`src/rtl/exec_stage.sv`:
```
// exec_stage: execute stage with single-cycle ALU, bit-serial shifter and optional bit-serial multiplier.
// Optional multiplier is built only when EXEC_STAGE_MUL_EN is defined; otherwise opcode 11 is illegal.
module exec_stage (
    input  logic        clock,
    input  logic        reset_n,
    input  logic        in_valid,
    output logic        in_ready,
    input  logic [3:0]  in_op,
    input  logic [15:0] in_a,
    input  logic [15:0] in_b,
    input  logic [3:0]  in_d,
    input  logic [2:0]  in_rd,
    output logic        out_valid,
    input  logic        out_ready,
    output logic [15:0] out_result,
    output logic [2:0]  out_rd,
    output logic        out_we,
    output logic [3:0]  flags,
    output logic        illegal,
    output logic [1:0]  state
);

    // Handshake: a bundle moves on a rising edge with in_valid && in_ready (IDLE only); the result
    // is offered with out_valid in DONE and held stable until the edge where out_ready is high.

    localparam logic [3:0] OP_ADD = 4'd0;
    localparam logic [3:0] OP_SUB = 4'd1;
    localparam logic [3:0] OP_AND = 4'd2;
    localparam logic [3:0] OP_OR  = 4'd3;
    localparam logic [3:0] OP_XOR = 4'd4;
    localparam logic [3:0] OP_CMP = 4'd5;
    localparam logic [3:0] OP_MOV = 4'd6;
    localparam logic [3:0] OP_SLL = 4'd7;
    localparam logic [3:0] OP_SLR = 4'd8;
    localparam logic [3:0] OP_SRL = 4'd9;
    localparam logic [3:0] OP_SRA = 4'd10;
`ifdef EXEC_STAGE_MUL_EN
    localparam logic [3:0] OP_MUL = 4'd11;
`endif

    typedef enum logic [1:0] {
        S_IDLE  = 2'd0,
        S_SHIFT = 2'd1,
`ifdef EXEC_STAGE_MUL_EN
        S_MUL   = 2'd2,
`endif
        S_DONE  = 2'd3
    } state_t;

    state_t      state_q;
    state_t      state_d;
    logic [3:0]  op_q;
    logic [2:0]  rd_q;
    logic [15:0] work;
    logic [4:0]  cnt;
    logic        accept;
    logic        is_shift_in;
    logic [16:0] sum;
    logic [16:0] diff;
    logic [15:0] fast_res;
    logic        fast_c;
    logic        fast_v;
    logic        fast_we;
    logic        fast_ill;
    logic [15:0] step_w;
    logic        step_c;
`ifdef EXEC_STAGE_MUL_EN
    logic [15:0] mcand;
    logic [15:0] acc_hi;
    logic [16:0] mul_add;
    logic [15:0] mul_lo;
`endif

    assign accept      = in_valid && in_ready;
    assign is_shift_in = (in_op >= OP_SLL) && (in_op <= OP_SRA);
    assign sum         = {1'b0, in_a} + {1'b0, in_b};
    assign diff        = {1'b0, in_a} - {1'b0, in_b};

    // Single-cycle results; logic ops and MOV report C=0, shifts with zero distance pass in_a through.
    always_comb begin
        fast_res = '0;
        fast_c   = 1'b0;
        fast_v   = 1'b0;
        fast_we  = 1'b1;
        fast_ill = 1'b0;
        case (in_op)
            OP_ADD: begin
                fast_res = sum[15:0];
                fast_c   = sum[16];
                fast_v   = (in_a[15] == in_b[15]) && (sum[15] != in_a[15]);
            end
            OP_SUB, OP_CMP: begin
                fast_res = diff[15:0];
                fast_c   = diff[16];
                fast_v   = (in_a[15] != in_b[15]) && (diff[15] != in_a[15]);
                fast_we  = (in_op == OP_SUB);
            end
            OP_AND: fast_res = in_a & in_b;
            OP_OR:  fast_res = in_a | in_b;
            OP_XOR: fast_res = in_a ^ in_b;
            OP_MOV: fast_res = in_b;
            OP_SLL, OP_SLR, OP_SRL, OP_SRA: fast_res = in_a;
`ifdef EXEC_STAGE_MUL_EN
            OP_MUL: fast_we = 1'b1;
`endif
            default: begin
                fast_we  = 1'b0;
                fast_ill = 1'b1;
            end
        endcase
    end

    always_comb begin
        step_w = work;
        step_c = 1'b0;
        case (op_q)
            OP_SLL: begin step_w = {work[14:0], 1'b0};     step_c = work[15]; end
            OP_SLR: begin step_w = {work[14:0], work[15]}; step_c = work[15]; end
            OP_SRL: begin step_w = {1'b0, work[15:1]};     step_c = work[0];  end
            OP_SRA: begin step_w = {work[15], work[15:1]}; step_c = work[0];  end
            default: ;
        endcase
    end

`ifdef EXEC_STAGE_MUL_EN
    // Shift-add: work holds the multiplier and shifts product low bits in from the top.
    assign mul_add = {1'b0, acc_hi} + (work[0] ? {1'b0, mcand} : 17'd0);
    assign mul_lo  = {mul_add[0], work[15:1]};
`endif

    always_ff @(posedge clock or negedge reset_n) begin
        if (!reset_n) state_q <= S_IDLE;
        else          state_q <= state_d;
    end

    always_comb begin
        state_d = state_q;
        case (state_q)
            S_IDLE: begin
                if (in_valid) begin
                    if (is_shift_in && (in_d != 4'd0)) state_d = S_SHIFT;
`ifdef EXEC_STAGE_MUL_EN
                    else if (in_op == OP_MUL)          state_d = S_MUL;
`endif
                    else                               state_d = S_DONE;
                end
            end
            S_SHIFT: if (cnt == 5'd1) state_d = S_DONE;
`ifdef EXEC_STAGE_MUL_EN
            S_MUL:   if (cnt == 5'd1) state_d = S_DONE;
`endif
            S_DONE:  if (out_ready) state_d = S_IDLE;
            default: state_d = S_IDLE;
        endcase
    end

    always_comb begin
        in_ready  = (state_q == S_IDLE);
        out_valid = (state_q == S_DONE);
        state     = state_q;
    end

    always_ff @(posedge clock or negedge reset_n) begin
        if (!reset_n) begin
            op_q       <= '0;
            rd_q       <= '0;
            work       <= '0;
            cnt        <= '0;
            out_result <= '0;
            out_rd     <= '0;
            out_we     <= 1'b0;
            flags      <= '0;
            illegal    <= 1'b0;
`ifdef EXEC_STAGE_MUL_EN
            mcand      <= '0;
            acc_hi     <= '0;
`endif
        end else begin
            illegal <= 1'b0;
            if (accept) begin
                op_q <= in_op;
                rd_q <= in_rd;
                cnt  <= {1'b0, in_d};
                work <= in_a;
`ifdef EXEC_STAGE_MUL_EN
                mcand  <= in_a;
                acc_hi <= '0;
                if (in_op == OP_MUL) begin
                    work <= in_b;
                    cnt  <= 5'd16;
                end
`endif
                if (state_d == S_DONE) begin
                    out_result <= fast_res;
                    out_rd     <= in_rd;
                    out_we     <= fast_we;
                    illegal    <= fast_ill;
                    if (!fast_ill) flags <= {fast_res[15], fast_res == 16'd0, fast_c, fast_v};
                end
            end else if (state_q == S_SHIFT) begin
                work <= step_w;
                cnt  <= cnt - 5'd1;
                if (cnt == 5'd1) begin
                    out_result <= step_w;
                    out_rd     <= rd_q;
                    out_we     <= 1'b1;
                    flags      <= {step_w[15], step_w == 16'd0, step_c, 1'b0};
                end
            end
`ifdef EXEC_STAGE_MUL_EN
            else if (state_q == S_MUL) begin
                acc_hi <= mul_add[16:1];
                work   <= mul_lo;
                cnt    <= cnt - 5'd1;
                if (cnt == 5'd1) begin
                    out_result <= mul_lo;
                    out_rd     <= rd_q;
                    out_we     <= 1'b1;
                    flags      <= {mul_lo[15], mul_lo == 16'd0, mul_add[16:1] != 16'd0, 1'b0};
                end
            end
`endif
        end
    end

endmodule
```
`config.mk`:
```
export PLATFORM = sky130hd
export DESIGN_NAME = exec_stage
export DESIGN_NICKNAME = d
export VERILOG_FILES = /design/src/rtl/exec_stage.sv
export SDC_FILE = /design/constraint.sdc
export NUM_CORES = 1
export LEC_CHECK = 0
export BUFFER_PORTS_ARGS = -buffer_cell sky130_fd_sc_hd__buf_2
export CAP_MARGIN = 20
export CORE_MARGIN = 1
export CORE_UTILIZATION = 54
export CTS_CLUSTER_SIZE = 12
export DETAILED_ROUTE_END_ITERATION = 6
export HOLD_SLACK_MARGIN = 0.06
export PLACE_DENSITY_LB_ADDON = 0.3
export SYNTH_ARGS = -nofsm -noshare
export SYNTH_HDL_FRONTEND = slang
export SYNTH_SLANG_ARGS = --single-unit
```
`constraint.sdc`:
```
create_clock -name clock -period 2.2 [get_ports clock]
set_input_delay 0 -clock clock [delete_from_list [all_inputs] [get_ports clock]]
set_output_delay 0 -clock clock [all_outputs]
set_load 0.005 [all_outputs]
```
# ---- Yosys cells after proc, flatten, opt, wreduce, memory -nomap -nowiden
# Cells that the tools add are included.
dict set report word_totals {
  register_bits 55
  input_bits 47
  word_cells 97
  output_inout_bits 29
}
dict set report op_classes {
  n_bitwise 3
  eq_ne 24
  n_reduce_logical 20
  n_addsub 3
  mux 35
  magnitude_cmp 2
}
# operator count
set ops {}
lappend ops {{case mux 16 bit (7 select lines)} 1}
lappend ops {{two-way mux 16 bit} 6}
lappend ops {{case mux 16 bit (4 select lines)} 1}
lappend ops {{zero test 16 bit} 2}
lappend ops {{equality test 4 bit (second input constant)} 6}
lappend ops {{equality test 4 x 3 -> 1 bit (second input constant)} 5}
lappend ops {{two-way mux 4 bit} 5}
lappend ops {{adder 16 x 16 -> 17 bit} 1}
lappend ops {{subtractor 16 x 16 -> 17 bit} 1}
lappend ops {{bitwise AND 16 bit} 1}
lappend ops {{bitwise OR 16 bit} 1}
lappend ops {{bitwise XOR 16 bit} 1}
lappend ops {{two-way mux 3 bit} 4}
lappend ops {{OR reduction 11 bit} 1}
lappend ops {{two-way mux 5 bit} 2}
lappend ops {{OR reduction 9 bit} 1}
lappend ops {{equality test 4 x 2 -> 1 bit (second input constant)} 2}
lappend ops {{two-way mux 2 bit} 4}
lappend ops {{case mux 1 bit (2 select lines)} 4}
lappend ops {{two-way mux 1 bit} 7}
lappend ops {{case mux 2 bit (3 select lines)} 1}
lappend ops {{OR reduction 2 bit} 3}
lappend ops {{equality test 5 x 1 -> 1 bit (second input constant)} 1}
lappend ops {{logical AND 1 bit} 5}
lappend ops {{17 further kinds} 21}

# ---- Longest topological paths before layout
dict set report logic_depth {
  ltp_word 9
  mapped_depth 13
  ltp_nobuf 13
}

# ---- Worst setup path after synthesis
# OpenSTA, ideal clock, no wires.
dict set report synth_path {
  path_kind {input to register}
  from {input port in_a[0]}
  to {register flags[2]}
  setup_time_ps 66
  required_time_ps 2134
  path_buffers 0
  t_arrival_ps 2193
  path_slack_ps -59
  cell_stages 13
  cell_sequence {inv_1 ha_1 inv_1 fa_1 nor2b_1 o21ai_1 a211oi_1 o21ai_0 a21oi_1 nor4b_1 nand4bb_1 nor4_1 a31o_1}
}
dict set report synth_between {
  elab_chain_len 6
  elab_cells_between_ends 10
  cone_classes {add/sub: 2; mux: 4; bitwise: 3; reduce/logical: 1}
}
# item line_no
set synth_rtl {}
lappend synth_rtl {{from (decl)} 9} ;# input logic [15:0] in_a,
lappend synth_rtl {{subtractor 16 x 16 -> 17 bit, or another cell as far along} 77} ;# assign diff = {1'b0, in_a} - {1'b0, in_b};
lappend synth_rtl {{case mux 16 bit (7 select lines) *} 86} ;# case (in_op)
lappend synth_rtl {{zero test 16 bit *} 198} ;# if (!fast_ill) flags <= {fast_res[15], fast_res == 16'd0, fast_c, fast_v};
lappend synth_rtl {{two-way mux 4 bit *} 198}
lappend synth_rtl {{two-way mux 4 bit *} 193} ;# if (state_d == S_DONE) begin
lappend synth_rtl {{two-way mux 4 bit *} 180} ;# if (accept) begin
lappend synth_rtl {{to (signal assigned)} 198}
lappend synth_rtl {{to (signal assigned)} 207} ;# flags <= {step_w[15], step_w == 16'd0, step_c, 1'b0};
lappend synth_rtl {{to (decl)} 18} ;# output logic [3:0] flags,
# Every way passes the cells marked *; elsewhere a longest branch is shown, timed or not. The select of a mux whose other input is x is not followed.
# A chain may end at the register's enable or synchronous reset.

# ---- Worst setup path after layout
dict set report layout_path {
  from {register state_q[0] (netlist: state[0])}
  to {register flags[2]}
}
dict set report layout_between {
  elab_chain_len 5
  elab_cells_between_ends 15
  cone_classes {eq/ne: 5; mux: 5; reduce/logical: 5}
}
# item line_no
set layout_rtl {}
lappend layout_rtl {{from (decl)} 50} ;# state_t state_q;
lappend layout_rtl {{from (signal assigned)} 133} ;# else state_q <= state_d;
lappend layout_rtl {{equality test 2 bit, or another cell as far along} 138} ;# case (state_q)
lappend layout_rtl {{case mux 2 bit (3 select lines)} 138}
lappend layout_rtl {{equality test 2 bit} 193}
lappend layout_rtl {{!= test 2 x 1 -> 1 bit (no source line)} n/a}
lappend layout_rtl {{AND reduction 4 bit (no source line)} n/a}
# Several ways; a longest one is shown, not always the timed one.

==> run metrics <==
Post-synth EDFFs=0; final instance area=0.00863 mm^2; IR drop worst, VDD=1.09 mV; WHS=0.0933 ns; PortBufs=75; width of the die=105 um; DRT iter0 DRCs=963; CTS buffer count=5; post-synthesis net count=842; Detailed Routing Iterations Pass 1=7; H-tree levels=2; vias per cell=6.59; Worst-Skew Late Latency=0.33 ns; Max Slew Vio Count=0; Power Density=842 mW/mm^2; n_diodes=0; Final Hold Viols=0; DRC viols=6; crit share post-route=108%; Comb power frac=65.1%; clk slew on worst S/H paths=0.12 ns; Max-slew headroom=46.8%; number of global-route vias before repair=7405; crit start category=flip-flop; final setup fails=3; Synth area leader=dfrtp_1; Multi-input gate area=0.00459 mm^2; Reg area=0.00138 mm^2; nets@finish=1101; # clock sinks=55; Top FF cell, synth=dfrtp_1; cell with the most instances after synthesis=nand2_1; HP Class=input pin to flip-flop; Async SR Flop Fraction=100%; fill count=585; first-pass GRT wire length=37900 um; DP HPWL=17300 um; failing checks=DRC, setup timing; Synth top area share=23.9%; root buf cell=clkbuf_8; Core Rows=37; WS Path Type=flip-flop to flip-flop; sequential power share=26.6%; clock buffer depth=2; largest net degree at the start of global routing=56; Worst Setup Slack post-DPL=-0.782 ns; CP arrival=2.64 ns; RePlAce Congestion=0.985; Fmax=0.420 GHz; Worst Setup End Kind=flip-flop; switching share of total power=49.0%; internal power=3.71 mW; Total Power=7.27 mW; utilization after layout=83.6%; Ports=76; Cells after Synth=740; grt total ovfl=0; layout cells sized above 1=40.4%; initial antenna violation count=0; die area=0.0111 mm^2; RSZ-0062 raised after global routing=yes; final clock skew=0.0161 ns; crit path max fanout=5; synth warn=0; core footprint=0.0103 mm^2; Placed Area=0.00755 mm^2; Total GRT Usage=43.2%; synthesized area per cell=7.79 um^2; Leak=4.03 nW; vias post-DR=7483; Critical Path RT=2.46 ns; Seq/Total Area, Yosys=23.9%; TritonCTS clock tree=built; total wire length=24700 um; die height=105 um; Synth area leaders=dfrtp_1 24%, ha_1 11%, nand2_1 5.7%, a21oi_1 4.6%, o21ai_0 4.3%; Tmin final=2.38 ns; Synth cell types=84; NetSw=3.56 mW; status=complete, but fails checks; PnR worst setup slack=-0.183 ns; clock network fraction of total power=8.3%; ANT nets after route=0; number of synthesized register bits=55; post-DR wirelength/cell=21.8 um; most frequent cells after synthesis=87 x nand2_1, 65 x nor2_1, 56 x inv_1, 55 x dfrtp_1; Starting Density=55.9%; Mapped Area=0.00577 mm^2; actual slew at the worst max-slew pin=0.777 ns; MaxCap Viol Count=0; Area Overhead vs Synth=49.7%
-- cell type report --
| type | instances | area share [%] |
|---|---|---|
| clock inverters | 3 | 0.290 |
| well taps | 136 | 1.97 |
| multi-input cells | 582 | 53.1 |
| flip-flops and latches | 55 | 16.0 |
| inverters | 57 | 2.58 |
| repair buffers | 298 | 25.3 |
| clock buffers | 5 | 0.797 |
-- worst paths after layout --
check                      cells after the start           start             end  slack [ns]
setup / recovery                              10        state[0]        flags[2]       -0.18
hold / removal                                 3         in_a[8]         work[8]        0.09
setup reg to reg                              10        state[0]        flags[2]       -0.18
hold reg to reg                                2  out_result[15]  out_result[15]        0.49
max in group asynchronous                      3         reset_n         op_q[0]        1.34
min in group asynchronous                      3         reset_n         op_q[2]        0.34
-- metrics by stage --
| stage | std cells | TNS (ns) |
|---|---|---|
| final | 1136 | -0.198 |
| after global routing | 1136 | -0.737 |
| after CTS | 1125 | -0.252 |
| after detailed placement | 1088 | -7.59 |
| after global placement | 1088 | -6.68 |
| after floorplan | 740 | 0 |
-- worst max-delay path: stages, from the launching register on --
cell and delay (ns):
dfrtp_1 0.41, or3b_4 0.49, buf_6 0.16, nor2_4 0.09, a21oi_2 0.09, nand2_2 0.13, nand4_1 0.18, nor4_4 0.27
nand4bb_4 0.14, nor4_2 0.15, a31o_1 0.20
-- metal layers --
layer	wire length, um	global-route usage (%)	vias to the layer above	part of all wire (%)
met5	0	0	-	0
met4	1650	24.2	0	6.7
met3	2630	8.10	166	11
met2	11300	70.7	575	46
met1	9130	53.3	3503	37
li1	-	-	3239	-
-- state kept, by name (all words and copies together), names as in the netlist --
signal and flops:
out_result 16, work 16, cnt 5, flags 4, op_q 4, out_rd 3
rd_q 3, state 2, illegal 1, out_we 1
-- placed cells by master (no fill, tap or decap), types with 8 or more instances in the layout --
cell,Yosys,layout
dfrtp_1,55,54
o211ai_1,13,13
nor2_1,65,60
ha_1,53,43
o21ai_1,8,9
nand2_1,87,85
a22oi_1,24,22
inv_1,56,46
buf_4,2,200
nor3_1,15,13
nand3_1,12,12
a22o_1,11,11
o21ai_0,50,37
a21oi_2,0,10
o21ai_2,0,9
buf_2,7,71
a221o_1,15,15
a21oi_1,53,42
dlygate4sd3_1,0,14
nor2b_1,12,10
a21o_1,8,8
-- logic make-up after synthesis --
logic type,Yosys count,share of synthesized area [%]
flip-flops,55,23.9
AND/OR/NAND/NOR,251,22.0
multiplexers,11,2.17
XOR/XNOR,3,0.456
AO/OA/AOI/OAI,262,31.8
buffers and inverters,103,7.53
adder cells (fa/ha/maj),55,12.2
-- what timing repair did --
action,4_1_cts,5_1_grt
resized for setup,78,74
pin swaps,26,46
buffers inserted,17,14
hold endpoints to repair,71,0
endpoints found under the setup margin,15,17
hold buffers,14,0
-- power by group through the flow --
stage / combinational [mW] / sequential [mW] / clock, mW
after CTS: 4.17 / 1.86 / 0.582
final: 4.73 / 1.93 / 0.602
after global routing: 5.03 / 1.96 / 0.618
after floorplan: 2.28 / 1.79 / 0
after detailed placement: 3.91 / 1.87 / 0
after global placement: 3.74 / 1.84 / 0
(Power assumes the default switching activity.)
